--- src/rtl/peridot_swi_flashread_if.sv ---
// ---------------------------------------------------------------------------
// peridot_swi_flashread_if : control slave, SWI SPI master and byte-stream bus
// Revision 1.0
// ---------------------------------------------------------------------------
`default_nettype none

interface peridot_swi_flashread_if;
  // control slave (CPU side)
  logic [1:0]  avs_address;
  logic        avs_read;
  logic [31:0] avs_readdata;
  logic        avs_write;
  logic [31:0] avs_writedata;
  // master towards the SWI SPI register
  logic [2:0]  avm_address;
  logic        avm_read;
  logic        avm_write;
  logic [31:0] avm_writedata;
  logic [31:0] avm_readdata;
  logic        avm_waitrequest;
  // byte stream source
  logic        aso_valid;
  logic [7:0]  aso_data;
  logic        aso_ready;

  // slave: the sequencer's view of every bus it sits on
  modport slave (
    input  avs_address, avs_read, avs_write, avs_writedata,
    output avs_readdata,
    output avm_address, avm_read, avm_write, avm_writedata,
    input  avm_readdata, avm_waitrequest,
    output aso_valid, aso_data,
    input  aso_ready
  );

  // master: the surrounding system (CPU, SWI register, stream sink)
  modport master (
    output avs_address, avs_read, avs_write, avs_writedata,
    input  avs_readdata,
    input  avm_address, avm_read, avm_write, avm_writedata,
    output avm_readdata, avm_waitrequest,
    input  aso_valid, aso_data,
    output aso_ready
  );
endinterface

`default_nettype wire

--- src/rtl/peridot_swi_flashread.sv ---
// ---------------------------------------------------------------------------
// peridot_swi_flashread : SPI-flash read sequencer driving the SWI SPI register
// Revision 1.0
// ---------------------------------------------------------------------------
`default_nettype none

module peridot_swi_flashread #(
  parameter logic [7:0] READ_CMD      = 8'h03,
  parameter int         DUMMY_BYTES   = 0,
  parameter logic [2:0] SWI_SPI_INDEX = 3'd5
) (
  input  logic                    csi_clk,
  input  logic                    rsi_reset_n,
  peridot_swi_flashread_if.slave  bus,
  output logic                    ins_irq
);

  localparam logic [3:0]  HDR_BYTES = 4'(4 + DUMMY_BYTES);
  localparam logic [31:0] SEL_START = 32'h0000_0300;

  typedef enum logic [2:0] {
    IDLE    = 3'd0,
    SEND    = 3'd1,
    POLL    = 3'd2,
    PUSH    = 3'd3,
    RELEASE = 3'd4
  } state_t;

  state_t      state;
  logic [23:0] addr;
  logic [15:0] len;
  logic [15:0] remain;
  logic        done;
  logic        irqena;
  logic        abort_pend;
  logic [3:0]  byte_idx;

  logic        busy;
  logic        ctrl_wr;
  logic        start_req;
  logic        done_clr;
  logic        abort_req;
  logic        unused_ok;

  assign busy      = (state != IDLE);
  assign ctrl_wr   = bus.avs_write && (bus.avs_address == 2'd2);
  assign start_req = ctrl_wr && bus.avs_writedata[0];
  assign done_clr  = ctrl_wr && bus.avs_writedata[1];
  assign abort_req = ctrl_wr && bus.avs_writedata[3];

  assign bus.avm_address = SWI_SPI_INDEX;
  assign unused_ok = &{1'b0, bus.avs_read, bus.avs_writedata[31:24],
                       bus.avm_readdata[31:10], bus.avm_readdata[8]};

  // Header byte for a given position; dummy positions transmit zero.
  function automatic logic [7:0] hdr_byte(input logic [3:0] idx, input logic [23:0] a);
    case (idx)
      4'd0:    hdr_byte = READ_CMD;
      4'd1:    hdr_byte = a[23:16];
      4'd2:    hdr_byte = a[15:8];
      4'd3:    hdr_byte = a[7:0];
      default: hdr_byte = 8'h00;
    endcase
  endfunction

  always_comb begin
    bus.avs_readdata = 32'h0;
    case (bus.avs_address)
      2'd0: bus.avs_readdata = {8'h00, addr};
      2'd1: bus.avs_readdata = {16'h0000, len};
      2'd2: bus.avs_readdata = {29'h0, irqena, done, busy};
      2'd3: bus.avs_readdata = {16'h0000, remain};
      default: bus.avs_readdata = 32'h0;
    endcase
  end

  always_ff @(posedge csi_clk or negedge rsi_reset_n) begin
    if (!rsi_reset_n) begin
      state             <= IDLE;
      addr              <= 24'h0;
      len               <= 16'h0;
      remain            <= 16'h0;
      done              <= 1'b0;
      irqena            <= 1'b0;
      abort_pend        <= 1'b0;
      byte_idx          <= 4'h0;
      ins_irq           <= 1'b0;
      bus.avm_read      <= 1'b0;
      bus.avm_write     <= 1'b0;
      bus.avm_writedata <= 32'h0;
      bus.aso_valid     <= 1'b0;
      bus.aso_data      <= 8'h00;
    end else begin
      if (bus.avs_write && !busy) begin
        if (bus.avs_address == 2'd0) addr <= bus.avs_writedata[23:0];
        if (bus.avs_address == 2'd1) len  <= bus.avs_writedata[15:0];
      end
      if (ctrl_wr)           irqena     <= bus.avs_writedata[2];
      if (done_clr)          done       <= 1'b0;
      if (abort_req && busy) abort_pend <= 1'b1;
      ins_irq <= done && irqena;

      // Assignments below override the W1C / abort updates above when both fire.
      case (state)
        IDLE: begin
          if (start_req) begin
            if (len == 16'h0) begin
              done <= 1'b1;
            end else begin
              remain            <= len;
              byte_idx          <= 4'h0;
              bus.avm_writedata <= SEL_START | {24'h0, READ_CMD};
              bus.avm_write     <= 1'b1;
              state             <= SEND;
            end
          end
        end

        SEND: begin
          if (!bus.avm_waitrequest) begin
            bus.avm_write <= 1'b0;
            bus.avm_read  <= 1'b1;
            state         <= POLL;
          end
        end

        POLL: begin
          if (!bus.avm_waitrequest && bus.avm_readdata[9]) begin
            bus.avm_read <= 1'b0;
            if (byte_idx == HDR_BYTES) begin
              bus.aso_data  <= bus.avm_readdata[7:0];
              bus.aso_valid <= 1'b1;
              state         <= PUSH;
            end else if (abort_pend) begin
              bus.avm_writedata <= 32'h0;
              bus.avm_write     <= 1'b1;
              state             <= RELEASE;
            end else begin
              byte_idx          <= byte_idx + 4'd1;
              bus.avm_writedata <= SEL_START | {24'h0, hdr_byte(byte_idx + 4'd1, addr)};
              bus.avm_write     <= 1'b1;
              state             <= SEND;
            end
          end
        end

        PUSH: begin
          if (bus.aso_ready) begin
            bus.aso_valid <= 1'b0;
            remain        <= remain - 16'd1;
            bus.avm_write <= 1'b1;
            if ((remain == 16'd1) || abort_pend) begin
              bus.avm_writedata <= 32'h0;
              state             <= RELEASE;
            end else begin
              bus.avm_writedata <= SEL_START;
              state             <= SEND;
            end
          end
        end

        RELEASE: begin
          if (!bus.avm_waitrequest) begin
            bus.avm_write <= 1'b0;
            done          <= 1'b1;
            abort_pend    <= 1'b0;
            state         <= IDLE;
          end
        end

        default: state <= IDLE;
      endcase
    end
  end

endmodule

`default_nettype wire

--- src/flat_wrapper.sv ---
// flat-port wrapper written by rule: the top's interface ports become plain ports
module peridot_swi_flashread_flat 
#(
  parameter logic [7:0] READ_CMD      = 8'h03,
  parameter int         DUMMY_BYTES   = 0,
  parameter logic [2:0] SWI_SPI_INDEX = 3'd5
)
  (csi_clk, rsi_reset_n, ins_irq, bus_avs_address, bus_avs_read, bus_avs_write, bus_avs_writedata, bus_avs_readdata, bus_avm_address, bus_avm_read, bus_avm_write, bus_avm_writedata, bus_avm_readdata, bus_avm_waitrequest, bus_aso_valid, bus_aso_data, bus_aso_ready);
  peridot_swi_flashread_if bus_i ();
  input  logic csi_clk;
  input  logic rsi_reset_n;
  output logic ins_irq;
  input wire logic [$bits(bus_i.avs_address)-1:0] bus_avs_address;
  input wire logic [$bits(bus_i.avs_read)-1:0] bus_avs_read;
  input wire logic [$bits(bus_i.avs_write)-1:0] bus_avs_write;
  input wire logic [$bits(bus_i.avs_writedata)-1:0] bus_avs_writedata;
  output wire logic [$bits(bus_i.avs_readdata)-1:0] bus_avs_readdata;
  output wire logic [$bits(bus_i.avm_address)-1:0] bus_avm_address;
  output wire logic [$bits(bus_i.avm_read)-1:0] bus_avm_read;
  output wire logic [$bits(bus_i.avm_write)-1:0] bus_avm_write;
  output wire logic [$bits(bus_i.avm_writedata)-1:0] bus_avm_writedata;
  input wire logic [$bits(bus_i.avm_readdata)-1:0] bus_avm_readdata;
  input wire logic [$bits(bus_i.avm_waitrequest)-1:0] bus_avm_waitrequest;
  output wire logic [$bits(bus_i.aso_valid)-1:0] bus_aso_valid;
  output wire logic [$bits(bus_i.aso_data)-1:0] bus_aso_data;
  input wire logic [$bits(bus_i.aso_ready)-1:0] bus_aso_ready;
  assign bus_i.avs_address = bus_avs_address;
  assign bus_i.avs_read = bus_avs_read;
  assign bus_i.avs_write = bus_avs_write;
  assign bus_i.avs_writedata = bus_avs_writedata;
  assign bus_avs_readdata = bus_i.avs_readdata;
  assign bus_avm_address = bus_i.avm_address;
  assign bus_avm_read = bus_i.avm_read;
  assign bus_avm_write = bus_i.avm_write;
  assign bus_avm_writedata = bus_i.avm_writedata;
  assign bus_i.avm_readdata = bus_avm_readdata;
  assign bus_i.avm_waitrequest = bus_avm_waitrequest;
  assign bus_aso_valid = bus_i.aso_valid;
  assign bus_aso_data = bus_i.aso_data;
  assign bus_i.aso_ready = bus_aso_ready;
  peridot_swi_flashread #(.READ_CMD(READ_CMD), .DUMMY_BYTES(DUMMY_BYTES), .SWI_SPI_INDEX(SWI_SPI_INDEX)) u_core (.csi_clk(csi_clk), .rsi_reset_n(rsi_reset_n), .bus(bus_i), .ins_irq(ins_irq));
endmodule
--- config.mk ---
export PLATFORM = sky130hd
export DESIGN_NAME = peridot_swi_flashread_flat
export DESIGN_NICKNAME = d
export VERILOG_FILES = /design/src/rtl/peridot_swi_flashread_if.sv /design/src/rtl/peridot_swi_flashread.sv /design/src/flat_wrapper.sv
export SDC_FILE = /design/constraint.sdc
export NUM_CORES = 1
export LEC_CHECK = 0
export ABC_AREA = 1
export CAP_MARGIN = 20
export CORE_MARGIN = 5
export CORE_UTILIZATION = 53
export CTS_BUF_LIST = sky130_fd_sc_hd__clkbuf_8
export DETAILED_ROUTE_END_ITERATION = 16
export GPL_TIMING_DRIVEN = 0
export PLACE_DENSITY = 0.92
export SLEW_MARGIN = 20
export SYNTH_ARGS = -nofsm -noshare
export SYNTH_HDL_FRONTEND = slang
export SYNTH_SLANG_ARGS = --single-unit
--- constraint.sdc ---
create_clock -name csi_clk -period 3.2 [get_ports csi_clk]
set_input_delay 0.64 -clock csi_clk [delete_from_list [all_inputs] [get_ports csi_clk]]
set_output_delay 0.64 -clock csi_clk [all_outputs]
set_load 0.005 [all_outputs]
* After elaboration in Yosys (flattened, before gate mapping) *
Cells that the tools add are included.

cells by class
  add/subtract/negate cells = 2
  equal/unequal tests = 22
  muxes and demuxes = 52
  reduce and logical (&&, ||, !) cells = 33

operators by type and width
  operator                                              count
  2-to-1 mux 32 bit                                     5
  one-hot mux 32 bit (4 select lines)                   1
  one-hot mux 32 bit (3 select lines)                   1
  2-to-1 mux 16 bit                                     3
  one-hot mux 16 bit (2 select lines)                   1
  one-hot mux 8 bit (4 select lines)                    1
  2-to-1 mux 3 bit                                      9
  2-to-1 mux 10 bit                                     2
  2-to-1 mux 4 bit                                      5
  2-to-1 mux 1 bit                                      18
  AND reduction 6 bit                                   3
  equality test 16 x 1 -> 1 bit, second input constant  1
  zero test 16 bit                                      1
  subtractor 16 x 1 -> 16 bit, second input constant    1
  one-hot mux 3 bit (5 select lines)                    1
  != test 2 bit, second input constant                  7
  equality test 4 x 2 -> 1 bit, second input constant   2
  logical AND 1 bit                                     8
  one-hot mux 4 bit (2 select lines)                    1
  AND reduction 4 bit                                   2
  nonzero test 2 bit                                    4
  AND reduction 7 bit                                   1
  equality test 3 x 2 -> 1 bit, second input constant   2
  != test 2 x 1 -> 1 bit, second input constant         3
  19 further kinds                                      26

word-level totals
  bits in registers = 110
  input bits = 72
  word-level logic and storage cells = 123

* Logic depth before layout (Yosys ltp) *
Gate-level depths: netlist (run 1).

  depth after elaboration = 7
  gate-level depth with buffers = 12
  mapped depth without buffers = 12

* Worst setup path before layout (run 1) *
Ideal clock, no wire load.

  path type = input-to-output
  from = input port bus_avs_address[1]
  to = output port bus_avs_readdata[10]
  data arrival time = 1.481 ns
  data required time = 2.560 ns
  setup slack = 1.079 ns
  cell stages on the path = 5
  path through = buf_2 -> nor2_2 -> clkbuf_1 -> nand2_1 -> o221ai_1

between the ends
  word-level cells in the longest chain between the ends = 2
  elaborated cells between the ends (all ways) = 5
  classes of those cells = 3 x eq/ne; 1 x mux; 1 x reduce/logical

RTL lines
  element                                      RTL line                     source
  start: declaration                           flat_wrapper.sv:13           input wire logic [$bits(bus_i.avs_address)-1:0] bus_avs_address;
  equality test 2 bit (tied with other cells)  peridot_swi_flashread.sv:68  case (bus.avs_address)
  one-hot mux 32 bit (4 select lines) *        peridot_swi_flashread.sv:68
  end: declaration                             flat_wrapper.sv:17           output wire logic [$bits(bus_i.avs_readdata)-1:0] bus_avs_readdata;

Every way passes the cells marked *; elsewhere a longest branch is shown, timed or not. The select of a mux whose other input is x is not followed.

* Worst setup path after layout (run 1) *
  from = input port bus_avs_address[0]
  to = output port bus_avs_readdata[7]

The elaborated chain is that of the path after synthesis.

==> metrics.txt, run 1 <==
outcome=finished clean; most instantiated cells after synthesis=nand2_1, dfrtp_1, inv_1, nor2_1, o21ai_0; Net count, final=851; cell taking the most area after synthesis=dfrtp_1; Post-Route Setup TNS=0 ns; Area after DPL=6230 um^2; number of buffers created by CTS=9; initial antenna violation count=0; Hold Path Class=in -> async; Pwr per Cell Area=834 nW/um^2; Fin. Hold Viols=0; worst-skew pair later-pin latency=0.37 ns; DP HPWL=11.0 mm; clk sinks=87; TritonCTS clock tree=done; Placed Cells=890; # port buffers=84; syn avg cell area=7.89 um^2; Layout Skew=0.0127 ns; post-synthesis cell type count=35; most frequent cell after synthesis=nand2_1; yosys warns=0; DR iter-0 viols=439; hold_buf cts=0; filler instances=745; Place WS=-0.234 ns; layout cells sized above 1=13.4%; Final Cell Area=6410 um^2; die width=108 um; Most used DFF post-synth=dfrtp_1; die height=108 um; RSZ-0062 raised after global routing=false; Post-Syn Area=5090 um^2; r2r startpoint=u_core.byte_idx[0]; WL final=13.9 mm; Crit. End Element=primary output; IO Pins=151; Area Growth Syn to Fin=26.0%; peak supply drop=0.397 mV; endpoints failing setup=0; die area=11700 um^2; crit path kind=in -> out; Finished Layout Cells=906; static leakage=3.12 nW; Pre-Repair DR Iteration Count=5; clock root buffer=clkbuf_8; post-synthesis sequential area ratio=42.8%; routed via count=4807; register clock-pin slew on the reported worst setup and hold paths=0.10 ns; Global Route Usage Sum=23.9%; routability cong.=0.918; Synth top area share=42.8%; overflow left after global routing=0; Final Max Slew Viols=0; Clock Path Buffers=2; Post-DRT Antenna Nets=0; first-pass GRT wire length=22.1 mm; Post-Syn Instances=645; H-tree levels=3; Initial Utilization=54.8%; largest net degree at the start of global routing=53; Tcrit/Tclk final=90.9%; via density per instance=5.31; Post-synth EDFFs=0; Critical Path AT=2.27 ns; slack of the worst reg-to-reg path=1.19 ns; Crit. Startpoint=bus_avs_address[0]; Maximum Capacitance Violations=0; Max FO, Critical Path=10; Max Freq=344 MHz; DRC errors left=0; final core occ=69.0%; vias in the first global route=4678; ANT cells=0; setup slack after layout=0.291 ns; crit start category=input pin; DR WL/cell=15.4 um; Synth area leaders=dfrtp_1, nand2_1, buf_4; row cnt=35; Final Critical Period=2.91 ns; Synth Register Bits=87; worst endpoint required time=2.56 ns; core area=9280 um^2; asr flop ratio synth=100%; Worst Hold Margin=0.217 ns; Final Power=5.35 mW
[per-layer routing]
metal,up-vias,GRT usage [%],part of all wire [%]
li1,2294,-,-
met1,2207,29.6,39
met2,258,40.8,49
met3,48,3.82,8.3
met4,0,11.5,3.5
met5,-,0,0
[critical path: stages]
cell and delay (ns):
clkbuf_2 0.19, inv_2 0.05, nor2_1 0.17, inv_1 0.15, clkbuf_1 0.25, o211ai_1 0.27, clkdlybuf4s50_1 0.55
[state kept, by name (all words and copies together) (netlist names)]
name / flops
u_core.ins_irq: 1
u_core.bus.avm_read: 1
u_core.done: 1
u_core.bus.aso_valid: 1
u_core.bus.aso_data: 8
u_core.byte_idx: 4
u_core.irqena: 1
u_core.abort_pend: 1
u_core.addr: 24
u_core.state: 3
u_core.remain: 16
u_core.bus.avm_writedata: 9
u_core.len: 16
u_core.bus.avm_write: 1
[final cells by class]
class,instances,area [um^2],share of cell area [%]
Multi-Input combinational cell,458,2380,37.1
Sequential cell,87,2180,34.0
Timing Repair Buffer,85,861,13.4
Buffer,58,380,5.93
Inverter,73,274,4.27
Tap cell,129,161,2.52
Clock buffer,9,124,1.93
Clock inverter,7,56.3,0.878
[cell families after synthesis]
family	after synthesis	synth area share, %
DFF	87	42.8
xor gates and xnor gates	5	1.01
and+or+nand+nor	298	26.0
AOI/OAI and AO/OA	93	10.6
other	2	0.148
muxes	22	4.87
buffers and inverters	131	12.9
adders and majority gates	7	1.72
[final timing paths]
kind                       cells past startpoint                          end
setup reg to reg                               7  u_core.bus.avm_writedata[2]
hold reg to reg                                2         u_core.bus.avm_write
max in group asynchronous                      2                u_core.len[4]
min in group csi_clk                           2         u_core.bus.avm_write
setup / recovery                               7          bus_avs_readdata[7]
hold / removal                                 1  u_core.bus.avm_writedata[2]
[report_power, final]
| group | switching, mW | internal, mW | total [mW] |
|---|---|---|---|
| registers | 0.412 | 1.58 | 1.99 |
| clock network | 0.432 | 0.293 | 0.725 |
| logic | 1.50 | 1.13 | 2.63 |
| total | 2.35 | 3.00 | 5.35 |
[timing repair]
action | 4_1_cts | 5_1_grt
gates resized for setup | 2 | 2
setup buffers | 0 | 0
setup endpoints to repair | 15 | 4
[layout by cell type, fill, tap and decap left out, types with 5 or more instances in the layout]
cell type        count
nand2_1            154
dfrtp_1             87
clkdlybuf4s50_1     82
inv_1               68
nor2_1              63
o21ai_0             38
buf_4               37
nand3_1             33
conb_1              33
nand4_1             28
a21oi_1             17
o21ai_1             14
mux2_2              12
o221ai_1            11
clkbuf_1            10
mux2_1              10
buf_2                9
clkbuf_8             9
o211ai_1             8
ha_1                 7
inv_2                5
nor2_2               5
(Power assumes the default switching activity.)
==> run 2, diff against run 1 <==
- CORE_UTILIZATION: 53 -> 70
- DONT_BUFFER_PORTS: unset -> 1
- PLACE_DENSITY: 0.92 -> 0.9
==> run 2 against run 1 <==
Net effect: combinational power is 14% lower; final cell count is 13% lower; global-route usage is 7.5 points higher; largest cell class unchanged; cell area is 13% lower; routed wire length is 1.9% lower; worst setup slack better by 0.43 ns; critical endpoint is now bus_avs_readdata[5]; sequential power hardly changed; clock skew hardly changed; via count is 4.9% lower; sequential share of layout area is 5.2 points higher; count of clock-buffer cells in the layout is 1 higher.
==> metrics.txt, run 2 (same netlist as run 1, synthesis figures left out) <==
outcome=finished clean (unchanged); Final Critical Period=2.47 ns (was 2.91 ns); Critical Path Max Stage Delay=0.41 ns (was 0.55 ns); commonest non-fill, non-tap cell in the layout=nand2_1 (unchanged); H-tree levels=3 (unchanged); setup slack after layout=0.725 ns (was 0.291 ns); Maximum Capacitance Violations=0 (unchanged); clock group share of total power=16.0% (was 13.6%); vias in the first global route=4441 (was 4678); crit-path cells=buf_2, nor2_2, clkbuf_1, nand2_1, o221ai_1 (was clkbuf_2, inv_2, nor2_1, inv_1, clkbuf_1, o211ai_1, clkdlybuf4s50_1); Worst Hold Margin=0.163 ns (was 0.217 ns); row cnt=31 (was 35); core area=7180 um^2 (was 9280 um^2); crit start category=input pin (unchanged); Clock Path Buffers=2 (unchanged); area of the multi-input gates=2370 um^2 (was 2380 um^2); DR WL/cell=17.3 um (was 15.4 um); Max Freq=404 MHz (was 344 MHz); routed via count=4570 (was 4807); Global Route Usage Sum=31.4% (was 23.9%); clk sinks=87 (unchanged); critical path depth=5 (was 7); TritonCTS clock tree=done (unchanged); filler instances=526 (was 745); peak supply drop=0.580 mV (was 0.397 mV); largest net degree at the start of global routing=88 (was 53); Flop pwr share=39.6% (was 37.3%); Hold Path Class=in -> async (unchanged); DP HPWL=10.4 mm (was 11.0 mm); most frequent cells in the layout=nand2_1, dfrtp_1, inv_1, nor2_1, o21ai_0 (was nand2_1, dfrtp_1, clkdlybuf4s50_1, inv_1, nor2_1); switch share=45.7% (was 43.8%); crit-path leading delay family=buffers and inverters (unchanged); max FFs per register=24 (unchanged); die area=9070 um^2 (was 11700 um^2); post-CTS repair timing setup buffer count=0 (unchanged); Net count, final=767 (was 851); biggest regs=u_core.addr x24, u_core.len x16, u_core.remain x16 (unchanged); Fin. Hold Viols=0 (unchanged); combinational share of power=44.4% (was 49.2%); initial antenna violation count=0 (unchanged); static leakage=2.81 nW (was 3.12 nW); CP max-delay cell=clkbuf_1 (was clkdlybuf4s50_1); terminus of the critical flop-to-flop path=u_core.bus.avm_writedata[4] (was u_core.bus.avm_writedata[2]); # port buffers=0 (was 84); first-pass GRT wire length=21.8 mm (was 22.1 mm); Final Power=5.10 mW (was 5.35 mW); DR iter-0 viols=332 (was 439); Switch Pwr=2.33 mW (was 2.35 mW); Post-Route Setup TNS=0 ns (unchanged); Largest Register=u_core.addr (unchanged); Crit. End Element=primary output (unchanged); R2R cell count=7 (unchanged); register area=2180 um^2 (unchanged); Post-DRT Antenna Nets=0 (unchanged); Worst Path Buf+Inv=2 (was 5); r2r startpoint=u_core.byte_idx[0] (unchanged); Area Growth Syn to Fin=9.30% (was 26.0%); overflow left after global routing=0 (unchanged); slack of the worst reg-to-reg path=1.18 ns (was 1.19 ns); crit path kind=in -> out (unchanged); Pre-Repair DR Iteration Count=8 (was 5); die width=95.2 um (was 108 um); clock root buffer=clkbuf_8 (unchanged); IO Pins=151 (unchanged); Int Power=2.77 mW (was 3.00 mW); final core occ=77.5% (was 69.0%); RSZ-0062 raised after global routing=false (unchanged); number of buffers created by CTS=9 (unchanged); Tcrit/Tclk final=77.3% (was 90.9%); Place WS=0.751 ns (was -0.234 ns); via density per instance=5.77 (was 5.31); register clock-pin slew on the reported worst setup and hold paths=0.09 ns (was 0.10 ns); worst endpoint required time=2.56 ns (about the same); endpoints failing setup=0 (unchanged); DRC errors left=0 (unchanged); routability cong.=0.915 (was 0.918); WL final=13.7 mm (was 13.9 mm); Initial Utilization=70.9% (was 54.8%); Layout Skew=0.0129 ns (was 0.0127 ns); worst-skew pair later-pin latency=0.36 ns (was 0.37 ns); Final Max Slew Viols=0 (unchanged); Max FO, Critical Path=10 (unchanged); # resized after CTS=0 (was 2); Pwr per Cell Area=917 nW/um^2 (was 834 nW/um^2); ANT cells=0 (unchanged); Critical Path AT=1.83 ns (was 2.27 ns); layout cells sized above 1=14.7% (was 13.4%); die height=95.2 um (was 108 um)
## run 2: power by group through the flow
| stage | Clock [mW] | Sequential [mW] | Combinational (mW) |
|---|---|---|---|
| floorplan | 0 | 1.88 | 1.70 |
| global placement | 0 | 1.99 | 2.09 |
| detailed placement | 0 | 2.02 | 2.17 |
| CTS | 0.805 | 2.00 | 2.23 |
| global route | 0.858 | 2.06 | 2.54 |
| finish | 0.815 | 2.02 | 2.26 |
## run 2: routing by layer
metal / track usage, % / wire length, um
met5: 0 / 0
met4: 14.8 / 550
met3: 8.13 / 1270
met2: 51.6 / 6600
met1: 38.5 / 5250
## run 2: cell type report
type / count / area share [%]
Buffer: 58 / 6.84
Multi-Input combinational cell: 458 / 42.7
Clock buffer: 10 / 2.48
Tap cell: 99 / 2.23
Clock inverter: 6 / 1.22
Inverter: 73 / 4.93
Timing Repair Buffer: 1 / 0.495
Sequential cell: 87 / 39.2
## run 2: worst max path at each step
stage                             from                    to  slack, ns
floorplan           bus_avs_address[1]  bus_avs_readdata[10]       1.08
global placement    bus_avs_address[1]   bus_avs_readdata[4]       0.70
detailed placement  bus_avs_address[1]   bus_avs_readdata[5]       0.75
CTS                 bus_avs_address[1]   bus_avs_readdata[5]       0.75
global route        bus_avs_address[1]   bus_avs_readdata[5]       0.61
finish              bus_avs_address[1]   bus_avs_readdata[5]       0.73
## run 2: timing repair
action,CTS,global route
hold buffers,1,0
endpoints found under the hold margin,87,0
setup endpoints to repair,0,0
## run 2: metrics by stage
step	cells	cell area, um^2
after floorplan	676	5200
after global placement	775	5330
after detailed placement	775	5330
after CTS	792	5560
after global routing	792	5560
final	792	5560
==> run 3, diff against run 2 <==
- CORE_UTILIZATION: 70 -> 60
- PLACE_DENSITY: 0.9 -> 0.83
- clock period: 3.2 -> 2.2 ns (I/O delays scaled with it)
==> run 3 against run 2 <==
Net effect: the flow now finishes with violations (hold timing); sequential cell count unchanged; clock skew down 0.0044 ns; clock power up 44%; via count down 2.0%; count of clock-buffer cells in the layout unchanged; sequential share of layout area up 0.14 points; final cell count up 0.63%; global-route usage down 5.7 points; largest power group unchanged.
==> metrics.txt, run 3 (same netlist as run 1, synthesis figures left out) <==
r2r startpoint=u_core.byte_idx[0] (unchanged); Critical Path Max Stage Delay=0.40 ns (was 0.41 ns); first-pass GRT wire length=20.9 mm (was 21.8 mm); Area after DPL=5330 um^2 (about the same); Pwr per Cell Area=1320 nW/um^2 (was 917 nW/um^2); CP max-delay cell=clkbuf_1 (unchanged); IO Pins=151 (unchanged); Largest Register=u_core.addr (unchanged); peak supply drop=0.577 mV (was 0.580 mV); layout cells sized above 1=14.6% (was 14.7%); Initial Utilization=61.6% (was 70.9%); # port buffers=0 (unchanged); DRC errors left=0 (unchanged); Post-DRT Antenna Nets=0 (unchanged); routability cong.=0.921 (was 0.915); core area=8260 um^2 (was 7180 um^2); violated checks=hold timing; vias in the first global route=4240 (was 4441); Final Critical Period=2.07 ns; crit-path cells=buf_2, nor2_2, clkbuf_1, nand2_1, o221ai_1 (unchanged); Maximum Capacitance Violations=0 (unchanged); endpoints failing setup=0 (unchanged); terminus of the critical flop-to-flop path=u_core.bus.avm_writedata[6] (was u_core.bus.avm_writedata[4]); DR iter-0 viols=388 (was 332); DP HPWL=9.95 mm (was 10.4 mm); ANT cells=0 (unchanged); row cnt=33 (was 31); number of buffers created by CTS=9 (unchanged); most frequent cells in the layout=nand2_1, dfrtp_1, inv_1, nor2_1, o21ai_0 (unchanged); Critical Path AT=1.63 ns (was 1.83 ns); filler instances=694 (was 526); crit start category=input pin (unchanged); register clock-pin slew on the reported worst setup and hold paths=0.09 ns (about the same); Worst Path Buf+Inv=2 (unchanged); clock root buffer=clkbuf_8 (unchanged); Layout Skew=0.00853 ns (was 0.0129 ns); outcome=finished, violations left (was finished clean); largest net degree at the start of global routing=88 (unchanged); Hold Path Class=in -> async (unchanged); TritonCTS clock tree=done (unchanged); Pre-Repair DR Iteration Count=6 (was 8); Final Cell Area=5540 um^2 (was 5560 um^2); slack of the worst reg-to-reg path=0.23 ns (was 1.18 ns); via density per instance=5.62 (was 5.77); post-CTS repair timing setup buffer count=0 (unchanged); R2R cell count=7 (unchanged); Clock Path Buffers=2 (unchanged); initial antenna violation count=0 (unchanged); crit-path leading delay family=buffers and inverters (unchanged); Crit. End Element=primary output (unchanged); Final Max Slew Viols=0 (unchanged); H-tree levels=3 (unchanged); # resized after CTS=0 (unchanged); Net count, final=766 (was 767); static leakage=2.79 nW (was 2.81 nW); DR WL/cell=16.5 um (was 17.3 um); WL final=13.1 mm (was 13.7 mm); Area Growth Syn to Fin=8.91% (was 9.30%); Global Route Usage Sum=25.6% (was 31.4%); Final Power=7.29 mW (was 5.10 mW); routed via count=4480 (was 4570); worst endpoint required time=1.76 ns (was 2.56 ns); Max FO, Critical Path=10 (unchanged); clk sinks=87 (unchanged); overflow left after global routing=0 (unchanged); biggest regs=u_core.addr x24, u_core.len x16, u_core.remain x16 (unchanged); RSZ-0062 raised after global routing=false (unchanged); worst-skew pair later-pin latency=0.36 ns (about the same); Post-Route Setup TNS=0 ns (unchanged); die area=10400 um^2 (was 9070 um^2); Fin. Hold Viols=87 (was 0); Worst Hold Margin=-0.239 ns (was 0.163 ns); crit path kind=in -> out (unchanged); max FFs per register=24 (unchanged); die height=102 um (was 95.2 um); Max Freq=483 MHz; Tcrit/Tclk final=94.1%; die width=102 um (was 95.2 um); commonest non-fill, non-tap cell in the layout=nand2_1 (unchanged)
run 3: cell types whose count changed in the layout (fill, tap and decap cells not counted), sizes merged:
cell	delta
buf	-1
inv	+1
clkinv	-1
run 3: worst max path at each step:
stage / from / endpoint / slack [ns] / cells past startpoint
2_1_floorplan: bus_avs_address[1] / bus_avs_readdata[10] / 0.48 / 5
3_3_place_gp: bus_avs_address[1] / bus_avs_readdata[4] / 0.11 / 5
3_5_place_dp: bus_avs_address[1] / bus_avs_readdata[4] / 0.15 / 5
4_1_cts: bus_avs_address[1] / bus_avs_readdata[4] / 0.15 / 5
5_1_grt: bus_avs_address[1] / bus_avs_readdata[4] / 0.04 / 5
6_report: bus_avs_address[1] / bus_avs_readdata[4] / 0.13 / 5
run 3: report_power, final:
group | total (mW) | switching [mW] | internal, mW | leakage, nW
clock | 1.17 | 0.609 | 0.562 | 0.0993
sequential | 2.93 | 0.632 | 2.30 | 1.08
combinational | 3.18 | 2.03 | 1.15 | 1.62
run 3: layout make-up:
| class | count | area, um^2 | area share (%) |
|---|---|---|---|
| multi-input cells | 458 | 2370 | 42.8 |
| inverters | 73 | 274 | 4.95 |
| well taps | 105 | 131 | 2.37 |
| clock buffers | 10 | 138 | 2.48 |
| flip-flops and latches | 87 | 2180 | 39.3 |
| plain buffers | 58 | 380 | 6.87 |
| clock inverters | 6 | 67.6 | 1.22 |
run 3: metal layers:
layer  routed length, um  vias to the layer above  part of all wire, %  GRT usage [%]
li1                    -                     2127                    -              -
met1                5240                     2080                   40           33.2
met2                6180                      244                   47           41.8
met3                1310                       29                   10           6.21
met4                 406                        0                  3.1           9.79
met5                   0                        -                    0              0
run 3: stage by stage:
step	hold WS, ns	setup WS (ns)	utilization (%)	std cells
global route	-0.262	0.0407	67.1	797
global placement	0.146	0.105	64.6	781
floorplan	0.144	0.479	-	676
detailed placement	0.146	0.150	64.6	781
CTS	-0.246	0.147	67.1	797
finish	-0.239	0.130	67.1	797
